### src/rtl/osu_clkdiv_pkg.sv
// rtl/osu_clkdiv_pkg.sv - shared types and ratio helpers for the clock divider/gate
package osu_clkdiv_pkg;

   typedef enum logic [1:0] {
      IDLE  = 2'd0,
      RUN   = 2'd1,
      DRAIN = 2'd2
   } state_t;

   localparam logic MODE_TOGGLE = 1'b0;
   localparam logic MODE_PULSE  = 1'b1;

   // Ratios of 0 and 1 cannot produce a period with both a high and a low phase.
   function automatic int unsigned clamp_ratio(input int unsigned d);
      return (d < 2) ? 2 : d;
   endfunction

   function automatic int unsigned half_period(input int unsigned r);
      return (r + 1) / 2;
   endfunction

endpackage

### src/rtl/osu_clkdiv_chan.sv
// rtl/osu_clkdiv_chan.sv - one divider channel: FSM, period counter, active/pending ratio, output flops
module osu_clkdiv_chan
   import osu_clkdiv_pkg::*;
#(
   parameter int DIVW    = 8,
   parameter int DIV_RST = 2
) (
   input  logic            clk,
   input  logic            rst,
   input  logic            en,
   input  logic            load,
   input  logic [DIVW-1:0] div,
   input  logic            mode,
   output logic            y,
   output logic            tick,
   output logic            busy
);

   state_t            state, state_n;
   logic [DIVW-1:0]   cnt, cnt_n;
   logic [DIVW-1:0]   act_r, act_r_n, pend_r, pend_r_n, ld_r;
   logic              act_m, act_m_n, pend_m, pend_m_n, pend_v, pend_v_n;
   logic              wrap, busy_n, y_n, tick_n;

   assign ld_r = DIVW'(clamp_ratio(32'(div)));

   always_comb begin
      state_n  = state;
      cnt_n    = cnt;
      act_r_n  = act_r;
      act_m_n  = act_m;
      pend_r_n = pend_r;
      pend_m_n = pend_m;
      pend_v_n = pend_v;
      wrap     = (state != IDLE) && (cnt == act_r - DIVW'(1));

      case (state)
         IDLE: begin
            if (pend_v) begin
               act_r_n  = pend_r;
               act_m_n  = pend_m;
               pend_v_n = 1'b0;
            end
            if (load) begin
               act_r_n = ld_r;
               act_m_n = mode;
            end
            if (en) begin
               state_n = RUN;
               cnt_n   = '0;
            end
         end
         RUN, DRAIN: begin
            cnt_n = wrap ? '0 : cnt + DIVW'(1);
            if (wrap && pend_v) begin
               act_r_n  = pend_r;
               act_m_n  = pend_m;
               pend_v_n = 1'b0;
            end
            // A load on the wrap edge lands in pending after the swap above, so it waits a period.
            if (load) begin
               pend_r_n = ld_r;
               pend_m_n = mode;
               pend_v_n = 1'b1;
            end
            if (en)
               state_n = RUN;
            else if (state == DRAIN && wrap)
               state_n = IDLE;
            else
               state_n = DRAIN;
         end
         default: state_n = IDLE;
      endcase

      busy_n = (state_n != IDLE);
      if (act_m_n == MODE_PULSE)
         y_n = busy_n && (cnt_n == '0);
      else
         y_n = busy_n && (32'(cnt_n) < half_period(32'(act_r_n)));
      tick_n = busy_n && (cnt_n == act_r_n - DIVW'(1));
   end

   always_ff @(posedge clk) begin
      if (rst) begin
         state  <= IDLE;
         cnt    <= '0;
         act_r  <= DIVW'(clamp_ratio(DIV_RST));
         act_m  <= MODE_TOGGLE;
         pend_r <= '0;
         pend_m <= MODE_TOGGLE;
         pend_v <= 1'b0;
         y      <= 1'b0;
         tick   <= 1'b0;
         busy   <= 1'b0;
      end else begin
         state  <= state_n;
         cnt    <= cnt_n;
         act_r  <= act_r_n;
         act_m  <= act_m_n;
         pend_r <= pend_r_n;
         pend_m <= pend_m_n;
         pend_v <= pend_v_n;
         y      <= y_n;
         tick   <= tick_n;
         busy   <= busy_n;
      end
   end

endmodule

### src/rtl/osu_clkdiv_gate.sv
// rtl/osu_clkdiv_gate.sv - multi-channel glitch-free clock divider / strobe generator
module osu_clkdiv_gate
   import osu_clkdiv_pkg::*;
#(
   parameter int NCH     = 4,
   parameter int DIVW    = 8,
   parameter int DIV_RST = 2
) (
   input  logic                CLK,
   input  logic                RST,
   input  logic [NCH-1:0]      EN,
   input  logic [NCH-1:0]      LOAD,
   input  logic [NCH*DIVW-1:0] DIV,
   input  logic [NCH-1:0]      MODE,
   output logic [NCH-1:0]      Y,
   output logic [NCH-1:0]      TICK,
   output logic [NCH-1:0]      BUSY
);

   for (genvar i = 0; i < NCH; i++) begin : g_ch
      osu_clkdiv_chan #(
         .DIVW    (DIVW),
         .DIV_RST (DIV_RST)
      ) u_chan (
         .clk  (CLK),
         .rst  (RST),
         .en   (EN[i]),
         .load (LOAD[i]),
         .div  (DIV[i*DIVW +: DIVW]),
         .mode (MODE[i]),
         .y    (Y[i]),
         .tick (TICK[i]),
         .busy (BUSY[i])
      );
   end

endmodule
### config.mk
export PLATFORM = sky130hd
export DESIGN_NAME = osu_clkdiv_gate
export DESIGN_NICKNAME = d
export VERILOG_FILES = /design/src/rtl/osu_clkdiv_pkg.sv /design/src/rtl/osu_clkdiv_chan.sv /design/src/rtl/osu_clkdiv_gate.sv
export SDC_FILE = /design/constraint.sdc
export NUM_CORES = 1
export LEC_CHECK = 0
export ABC_AREA = 1
export CAP_MARGIN = 20
export CORE_UTILIZATION = 45
export CTS_CLUSTER_DIAMETER = 50
export DETAILED_ROUTE_END_ITERATION = 7
export PLACE_DENSITY = 0.72
export SLEW_MARGIN = 20
export SYNTH_ARGS = -nofsm -noshare
export SYNTH_HDL_FRONTEND = slang
export SYNTH_HIERARCHICAL = 1
export SYNTH_SLANG_ARGS = --single-unit
export TNS_END_PERCENT = 10
### constraint.sdc
create_clock -name CLK -period 3.5 [get_ports CLK]
set_input_delay 0.525 -clock CLK [delete_from_list [all_inputs] [get_ports CLK]]
set_output_delay 0.525 -clock CLK [all_outputs]
set_load 0.01 [all_outputs]
---- Word-level counts from Yosys, hierarchy flattened ----
Index checks and enable logic that the tools add are counted.
storage, ports and cells
  register bits after elaboration ......... 128
  bits of input ports ..................... 46
  output and inout bits ................... 12
  word-level logic and storage cells ...... 220
operators by class
  add/sub/neg operators ................... 16
  order comparisons ....................... 8
  eq/ne operators ......................... 20
  mux-type cells .......................... 80
  reductions and logical operators ........ 56
operators by type and width
  cell                                                                      count
  8-bit two-way mux                                                         24
  8-bit one-hot mux with 2 select lines                                     8
  8-bit by 31-bit < comparator with 1-bit output                            4
  8-bit == test                                                             8
  8-bit by 1-bit subtractor with 8-bit output (second input constant)       8
  8-bit by 1-bit adder with 9-bit output (second input constant)            4
  8-bit by 1-bit adder with 8-bit output (second input constant)            4
  8-bit logical NOT                                                         4
  8-bit by 2-bit < comparator with 1-bit output (second input constant)     4
  1-bit logical AND                                                         24
  1-bit two-way mux                                                         24
  2-bit two-way mux                                                         12
  2-bit nonzero test                                                        12
  1-bit one-hot mux with 2 select lines                                     8
  2-bit one-hot mux with 2 select lines                                     4
  2-bit AND reduction                                                       8
  3-bit by 2-bit inequality test with 1-bit output (second input constant)  4
  2-bit by 1-bit == test with 1-bit output (second input constant)          4
  2-bit == test (second input constant)                                     4
  2-bit logical NOT                                                         4
  2-bit OR reduction                                                        4

---- Logic depth before layout (Yosys ltp) ----
Gate-level depths: netlist of run 1.
  depth after elaboration ................. 10
  mapped depth ............................ 29
  gate-level depth less buffers ........... 28

---- Modules after synthesis ----
Netlist of run 1, hierarchy kept.
by module, submodules not included
  module                                 instances  cells an instance  area an instance (sq um)  seq. area each (sq um)
  osu_clkdiv_chan at g_ch[0].u_chan ...  2          490                2967.8                    640.6
  osu_clkdiv_chan at g_ch[1].u_chan      1          487                2950.3                    640.6
  osu_clkdiv_chan at g_ch[3].u_chan      1          473                2808.9                    640.6

---- Least setup slack after synthesis of run 1 ----
OpenSTA, ideal clock, no wires.
  path type ............................... register to register
  start ................................... reg g_ch[1].u_chan.act_r[0]
  end ..................................... reg g_ch[1].u_chan.y
  setup time .............................. 64 ps
  arrival time ............................ 3257 ps
  data required time ...................... 3436 ps
  slack ................................... 179 ps
  stages on the path, launching flop included .. 28
  buffers on the path ..................... 0
  clock period less this slack ............ 3321 ps
  cells stage by stage .................... dfxtp_1 -> inv_2 -> ha_1 -> inv_1 -> nand2_1 -> nand2_1 -> nor2_2 -> nand2_1 -> nor2_2 -> nand3_2 -> nor2_8 -> nand2_4 -> nand2_1 -> nand3_1 -> nand2_1 -> nand2_2 -> inv_1 -> ha_1 -> nand4_2 -> nor2_2 -> nand3_2 -> xor2_1 -> ha_1 -> a21oi_1 -> nor2_1 -> a211oi_1 -> a21oi_1 -> nor2_1
between the ends
  word-level cells in the longest chain between the ends .. 10
  elaborated cells between the ends (all ways) .. 23
  those cells by class .................... add/sub: 2; order compare: 1; eq/ne: 1; mux: 12; reduce/logical: 7
ends and longest elaborated chain
  item                                            RTL line                RTL
  start, declared                                 osu_clkdiv_chan.sv:21   logic [DIVW-1:0] act_r, act_r_n, pend_r, pend_r_n, ld_r;
  start signal, assigned                          osu_clkdiv_chan.sv:88   act_r <= DIVW'(clamp_ratio(DIV_RST));
  start signal, assigned                          osu_clkdiv_chan.sv:99   act_r <= act_r_n;
  8-bit by 1-bit subtractor with 8-bit output     osu_clkdiv_chan.sv:35   wrap = (state != IDLE) && (cnt == act_r - DIVW'(1));
  8-bit == test                                   osu_clkdiv_chan.sv:35
  1-bit logical AND                               osu_clkdiv_chan.sv:35
  1-bit logical AND                               osu_clkdiv_chan.sv:55   if (wrap && pend_v) begin
  8-bit two-way mux                               osu_clkdiv_chan.sv:55
  8-bit one-hot mux with 2 select lines           osu_clkdiv_chan.sv:37   case (state)
  net g_ch[1].u_chan.act_r_n[1]                   osu_clkdiv_chan.sv:21
  8-bit by 1-bit adder with 9-bit output          osu_clkdiv_pkg.sv:19    return (r + 1) / 2;
  8-bit by 31-bit < comparator with 1-bit output  osu_clkdiv_chan.sv:80   y_n = busy_n && (32'(cnt_n) < half_period(32'(act_r_n)));
  1-bit logical AND                               osu_clkdiv_chan.sv:80
  1-bit two-way mux                               osu_clkdiv_chan.sv:77   if (act_m_n == MODE_PULSE)
  end signal, assigned                            osu_clkdiv_chan.sv:104  y <= y_n;
  end, declared                                   osu_clkdiv_chan.sv:14   output logic y,
The timed path passes the listed nets, and every way through them passes these cells.
A chain may end at the register's enable or synchronous reset.

---- Worst setup path after layout of run 1 ----
  start ................................... reg g_ch[1].u_chan.act_r[1]
  end ..................................... reg g_ch[1].u_chan.y
between the ends
  word-level cells in the longest chain between the ends .. 10
  elaborated cells between the ends (all ways) .. 23
  those cells by class .................... add/sub: 2; order compare: 1; eq/ne: 1; mux: 12; reduce/logical: 7
ends and longest elaborated chain
  item                                                RTL line
  8-bit by 1-bit subtractor with 8-bit output         osu_clkdiv_chan.sv:35
  8-bit == test                                       osu_clkdiv_chan.sv:35
  1-bit logical AND                                   osu_clkdiv_chan.sv:35
  1-bit logical AND                                   osu_clkdiv_chan.sv:55
  8-bit two-way mux                                   osu_clkdiv_chan.sv:55
  8-bit one-hot mux with 2 select lines (*)           osu_clkdiv_chan.sv:37
  net g_ch[1].u_chan.act_r_n[1]                       osu_clkdiv_chan.sv:21
  8-bit by 1-bit adder with 9-bit output (*)          osu_clkdiv_pkg.sv:19
  8-bit by 31-bit < comparator with 1-bit output (*)  osu_clkdiv_chan.sv:80
  1-bit logical AND (*)                               osu_clkdiv_chan.sv:80
  1-bit two-way mux (*)                               osu_clkdiv_chan.sv:77
The timed path passes the listed nets; every way through them passes the cells marked *.

==> out/metrics.cfg, run 1 <==
[logic_synthesis]
synth_fp_nets=2042
synth_area_leaders=dfxtp_1 22%, nand2_1 17%, inv_1 7.2%, nor2_1 6.7%, ha_1 6.0%
yosys_warnings=6
ys_async_sr_fraction=0
ys_ff_latch=128
synth_ff_type=dfxtp_1
yosys.area.top_type=dfxtp_1
synth.avg_cell_area_sq_um=6.03
synth_cells=1940
yosysTopAreaCellShare=0.219
ys_seq_area_frac=0.219
synth_cell_types=46
netlist_area_sq_um=11700
synth_edf_count=0

[grt]
antenna_found_initial=0
grt_pass1_wl_um=56400
grtUsageTotal=0.261
grt_overflow=0
grt_max_degree=31
grt_pass1_vias=11900

[pwr]
total_power_mw=8.21
power_leakage_nw=6.68
vdd_drop_max_v=0.000285
p_per_area_nw_per_um2=595

[drt]
detail_route.iter0.violations=952
route.detailed.wl_per_inst_um=14.5
viasPerCell=5.35
drtPass1Iterations=6
routed_wl_um=34500
num_vias=12700
ant_nets=0
post-route-drc-count=0

[sta]
skew_ns=0.0153
report.final.slew_viol_count=0
tightest_slew_ns=0.728
fin_crit_sh=0.993
final_hold_viol_count=0
period_minus_slack_ns=3.48
slew_headroom=0.515
rsz0062_at_grt=yes
final-setup-viol-count=0
max_freq_mhz=288

[worst_setup_path]
criticalPathCategory=flop to flop
regToRegSetupSlack_ns=0.02
crit_path_end_kind=flop
cp.required_ns=3.87
arrival_ns=3.84
cp-start-kind=flop
worstPathMaxFanout=6

[die]
dieWidth_um=163
pin_count=58
die_y_um=163
num_rows=58
die_area_sq_um=26600
core-area_sq_um=25300
start_util=0.462

[cts]
cts_buffer_depth=2
hold_buffers=0
clockRootBuffer=clkbuf_16
path_clk_slew_ns=0.06
clk_latency_ns=0.44
htreeDepth=4
cts_tree=done
clock-sinks=128
cts_buffers=17

[place]
port_buffers=57
placed_cell_area_sq_um=12900
dp_hpwl_um=26000
gp_congestion=0.958

[final_layout]
antennaDiodeCount=0
final_area_sq_um=13800
nets=2136
area_delta_synth_final_pct=17.9
drive_above_1_share=0.167

[run_status]
run_status=complete, no violations

[hold_path]
hp-class=flop to flop

[flow_run]
cap_violations=0

## what timing repair did
action / CTS / global route
resized for setup: 13 / 49
pin swaps: 2 / 25
endpoints found under the setup margin: 3 / 4
setup buffers: 1 / 10
## logic make-up after synthesis
logic type	share of synthesized area
AOI/OAI and AO/OA	0.147
xor gates and xnor gates	0.0388
adders and majority gates	0.0599
buffers and inverters	0.109
DFF	0.219
and+or+nand+nor	0.426
## sequential cells by signal, indices dropped and copies added, names as in the netlist
register	count
g_ch.u_chan/pend_m	4
g_ch.u_chan/pend_r	32
g_ch.u_chan/tick	4
g_ch.u_chan/pend_v	4
g_ch.u_chan/state	8
g_ch.u_chan/act_m	4
g_ch.u_chan/cnt	32
g_ch.u_chan/busy	4
g_ch.u_chan/y	4
g_ch.u_chan/act_r	32
## cell type report
type / instances / area [sq um]
clock buffer: 24 / 492
clock inverter: 8 / 104
fill: 2469 / 11500
inverter: 268 / 1020
multi-input combinational: 1487 / 8050
sequential: 128 / 2580
tap: 330 / 413
timing repair buffer: 132 / 1130
## metal layers
layer | GRT usage | vias to the layer above | part of all wire
met4 | 0.101 | 0 | 0.028
met5 | 0 | - | 0
met2 | 0.449 | 444 | 0.47
li1 | - | 6418 | -
met1 | 0.326 | 5779 | 0.44
met3 | 0.0378 | 87 | 0.061
## critical path: stages (launching register included)
cell and delay, ns:
dfxtp_2 0.34, inv_2 0.06, ha_4 0.26, inv_2 0.04
nand2_2 0.06, nand2_2 0.05, nor2_2 0.10, nand2_1 0.07
nor2_2 0.11, nand3_2 0.12, nor2_8 0.15, nand2_4 0.08
nand2_2 0.09, nand3_2 0.07, nand2_2 0.07, nand2_2 0.08
inv_2 0.09, ha_4 0.15, nand4_4 0.09, nor2_2 0.14
nand3_2 0.09, xor2_1 0.17, ha_1 0.32, a21oi_2 0.14
nor2_1 0.06, a211oi_2 0.23, a21oi_2 0.07, nor2_1 0.10
## cell usage after synthesis, types with 36 or more instances
master    number
xor2_1        41
dfxtp_1      128
inv_1        224
nor2_1       209
nor2_2        36
nand3_1      127
a21oi_1      117
ha_1          56
o21ai_0      112
nand2_2       38
nand2_1      539
clkbuf_1      36
## final timing paths
check	cells after the start	startpoint	end
worst max-delay path	27	g_ch[1].u_chan/act_r[1]	g_ch[1].u_chan/y
worst min register to register	2	g_ch[1].u_chan/pend_r[2]	g_ch[1].u_chan/pend_r[2]
worst max register to register	27	g_ch[1].u_chan/act_r[1]	g_ch[1].u_chan/y
worst min-delay path	2	g_ch[1].u_chan/pend_r[2]	g_ch[1].u_chan/pend_r[2]
## per-stage QoR
| stage | hold slack, ns | setup slack (ns) | TNS [ns] | utilization | instances |
|---|---|---|---|---|---|
| after CTS | 0.491 | 0.00733 | 0 | 0.535 | 2367 |
| after global routing | 0.515 | -0.275 | -0.780 | 0.545 | 2377 |
| after global placement | 0.465 | 0.0164 | 0 | 0.509 | 2334 |
| after floorplan | 0.444 | 0.179 | 0 | - | 1940 |
| final | 0.496 | 0.0249 | 0 | 0.545 | 2377 |
| after detailed placement | 0.479 | -0.0421 | -0.0421 | 0.509 | 2334 |
## cells in the final DEF, fill, tap and decap left out, types with 47 or more instances in the layout
master           netlist  layout
ha_1                  56      47
a21oi_1              117     112
buf_4                  0      72
nor2_1               209     205
clkdlybuf4s50_1        0      56
o21ai_0              112     112
inv_1                224     220
nand3_1              127     125
dfxtp_1              128     115
nand2_1              539     534
## report_power, final
part / internal, mW / switching, mW / total (mW)
Sequential: 1.70 / 0.220 / 1.92
Clock: 1.12 / 0.716 / 1.84
Combinational: 1.60 / 2.84 / 4.45
No activity file was read; power rests on OpenSTA's default activity.
==> inputs of run 2 (changes only) <==
- PLACE_DENSITY: 0.72 -> 0.7
- SKIP_LAST_GASP: not set -> 1
- clock period: 3.5 -> 3.3 ns (I/O delays scaled with it)
==> run 2 against run 1 <==
  * The run now ends with setup timing left
  * Register-to-register slack worse by 0.18 ns
  * Maximum frequency is 0.48% higher
  * Via count is 2.1% higher
  * Sequential share of layout area is 1.1 points lower
  * Critical path type unchanged
==> out/metrics.cfg, run 2 (same netlist as run 1, synthesis figures left out) <==
[grt]
grt.busiest_layer=met2
grt_max_degree=32
grtUsageTotal=0.270
grt_overflow=0
grt_pass1_wl_um=58100
use_met1=0.337
antenna_found_initial=0
grt_pass1_vias=12300
use_met2=0.469
grt_util_met3=0.0427

[place]
dp_hpwl_um=27400
port_buffers=57
placed_cells=2438
gp_congestion=0.945
placed_cell_area_sq_um=13700

[worst_setup_path]
cp_top_family=simple AND/OR/NAND/NOR gates
crit_path_end_kind=flop
criticalPathCategory=flop to flop
crit_buf_inv=4
worstPathMaxFanout=8
slowest_stage=dfxtp_2
cp.required_ns=3.62
r2r_cells=28
cp-start-kind=flop
worst-path-stages=28
crit_top_cell=nand2_1
cpPeakStageDelay_ns=0.34
arrival_ns=3.78

[sta]
period_minus_slack_ns=3.46
skew_ns=0.00950
tightest_slew_ns=0.663
final_hold_viol_count=0
rsz0062_at_grt=yes
slew_headroom=0.554
report.final.slew_viol_count=0
fin_crit_sh=1.05
layout_setup_ws_ns=-0.159
final-setup-viol-count=4
max_freq_mhz=289

[final_layout]
antennaDiodeCount=0
area_delta_synth_final_pct=25.1
fin_cells=2487
nets=2246
final_common_cell=nand2_1
final_area_sq_um=14600
drive_above_1_share=0.210
final_cell_mix=534 x nand2_1, 215 x inv_1, 204 x nor2_1
utilization=0.578
reg.largest.list=g_ch.u_chan/act_r x32, g_ch.u_chan/cnt x32, g_ch.u_chan/pend_r x32

[pwr]
power_leakage_nw=7.20
vdd_drop_max_v=0.000262
p_per_area_nw_per_um2=613

[cts]
cts_buffers=17
path_clk_slew_ns=0.06
cts_tree=done
htreeDepth=4
clockRootBuffer=clkbuf_16
cts_buffer_depth=2
clk_latency_ns=0.43
clock-sinks=128
hold_buffers=0

[drt]
detail_route.iter0.violations=1018
viasPerCell=5.22
num_vias=13000
post-route-drc-count=0
drtPass1Iterations=7
ant_nets=0
routed_wl_um=35500
route.detailed.wl_per_inst_um=14.3

[die]
pin_count=58
die_area_sq_um=26600
dieWidth_um=163
num_rows=58
start_util=0.462
die_y_um=163
core-area_sq_um=25300

[hold_path]
hp-class=flop to flop
min_path_cells=2

[run_status]
run_status=complete, but fails checks
violations=setup timing

[flow_run]
cap_violations=0

## run 2: cell count changes in the layout (fill, tap and decap cells not counted), moves of 4 or more
cell	previous run	this run
inv_2	36	40
inv_1	220	215
dfxtp_2	13	6
dfxtp_1	115	122
buf_4	72	182
## run 2: area by class of cell
class	instances	area (sq um)
clock inverter	13	138
tap	330	413
timing repair buffer	242	1970
fill	2451	10700
multi-input combinational	1487	8080
clock buffer	19	443
inverter	268	1020
sequential	128	2570
## run 2: final timing paths
kind	start	to	slack, ns
hold reg to reg	g_ch[2].u_chan/pend_r[5]	g_ch[2].u_chan/pend_r[5]	0.49
setup / recovery	g_ch[1].u_chan/act_r[1]	g_ch[1].u_chan/y	-0.16
hold / removal	g_ch[2].u_chan/pend_r[5]	g_ch[2].u_chan/pend_r[5]	0.49
setup reg to reg	g_ch[1].u_chan/act_r[1]	g_ch[1].u_chan/y	-0.16
## run 2: routing by layer
layer | part of all wire | routed length, um
met1 | 0.43 | 15200
met3 | 0.066 | 2330
met2 | 0.48 | 17200
met5 | 0 | 0
met4 | 0.023 | 817
## run 2: worst min-delay path, delay by kind of cell, from the launching register on
kind	cells	cell delay [ns]
DFF	1	0.31
AOI/OAI and AO/OA	1	0.06
buffers and inverters	1	0.07
## run 2: what timing repair did
item	CTS	global route
pin swaps	32	39
endpoints found under the setup margin	4	5
resized for setup	31	31
setup buffers	7	10
## run 2: through the flow
| stage | total power, mW | setup WS, ns | TNS (ns) | hold WS [ns] |
|---|---|---|---|---|
| after detailed placement | 6.77 | -0.208 | -0.497 | 0.474 |
| after global placement | 6.66 | -0.168 | -0.306 | 0.466 |
| after floorplan | 5.23 | -0.0111 | -0.0111 | 0.444 |
| after CTS | 8.81 | -0.0942 | -0.357 | 0.488 |
| final | 8.97 | -0.159 | -0.426 | 0.488 |
| after global routing | 9.68 | -0.407 | -1.56 | 0.513 |
## run 2: power by group
group | internal, mW | switching, mW | total, mW
Sequential | 1.80 | 0.221 | 2.02
Clock | 1.13 | 0.772 | 1.90
Combinational | 1.96 | 3.08 | 5.05
==> inputs of run 3 (changes only) <==
==> constraint.sdc (replaced) <==
create_clock -name CLK -period 3.3 [get_ports CLK]
set_input_delay 0.495 -clock CLK [delete_from_list [all_inputs] [get_ports CLK]]
set_output_delay 0.495 -clock CLK [all_outputs]
set_load 0.02 [all_outputs]
==> results of run 3 <==
The final DEF is identical to that of run 2. Status: complete, but fails checks: setup timing.
Main changes from that run: total power 8.97 mW -> 9.00 mW
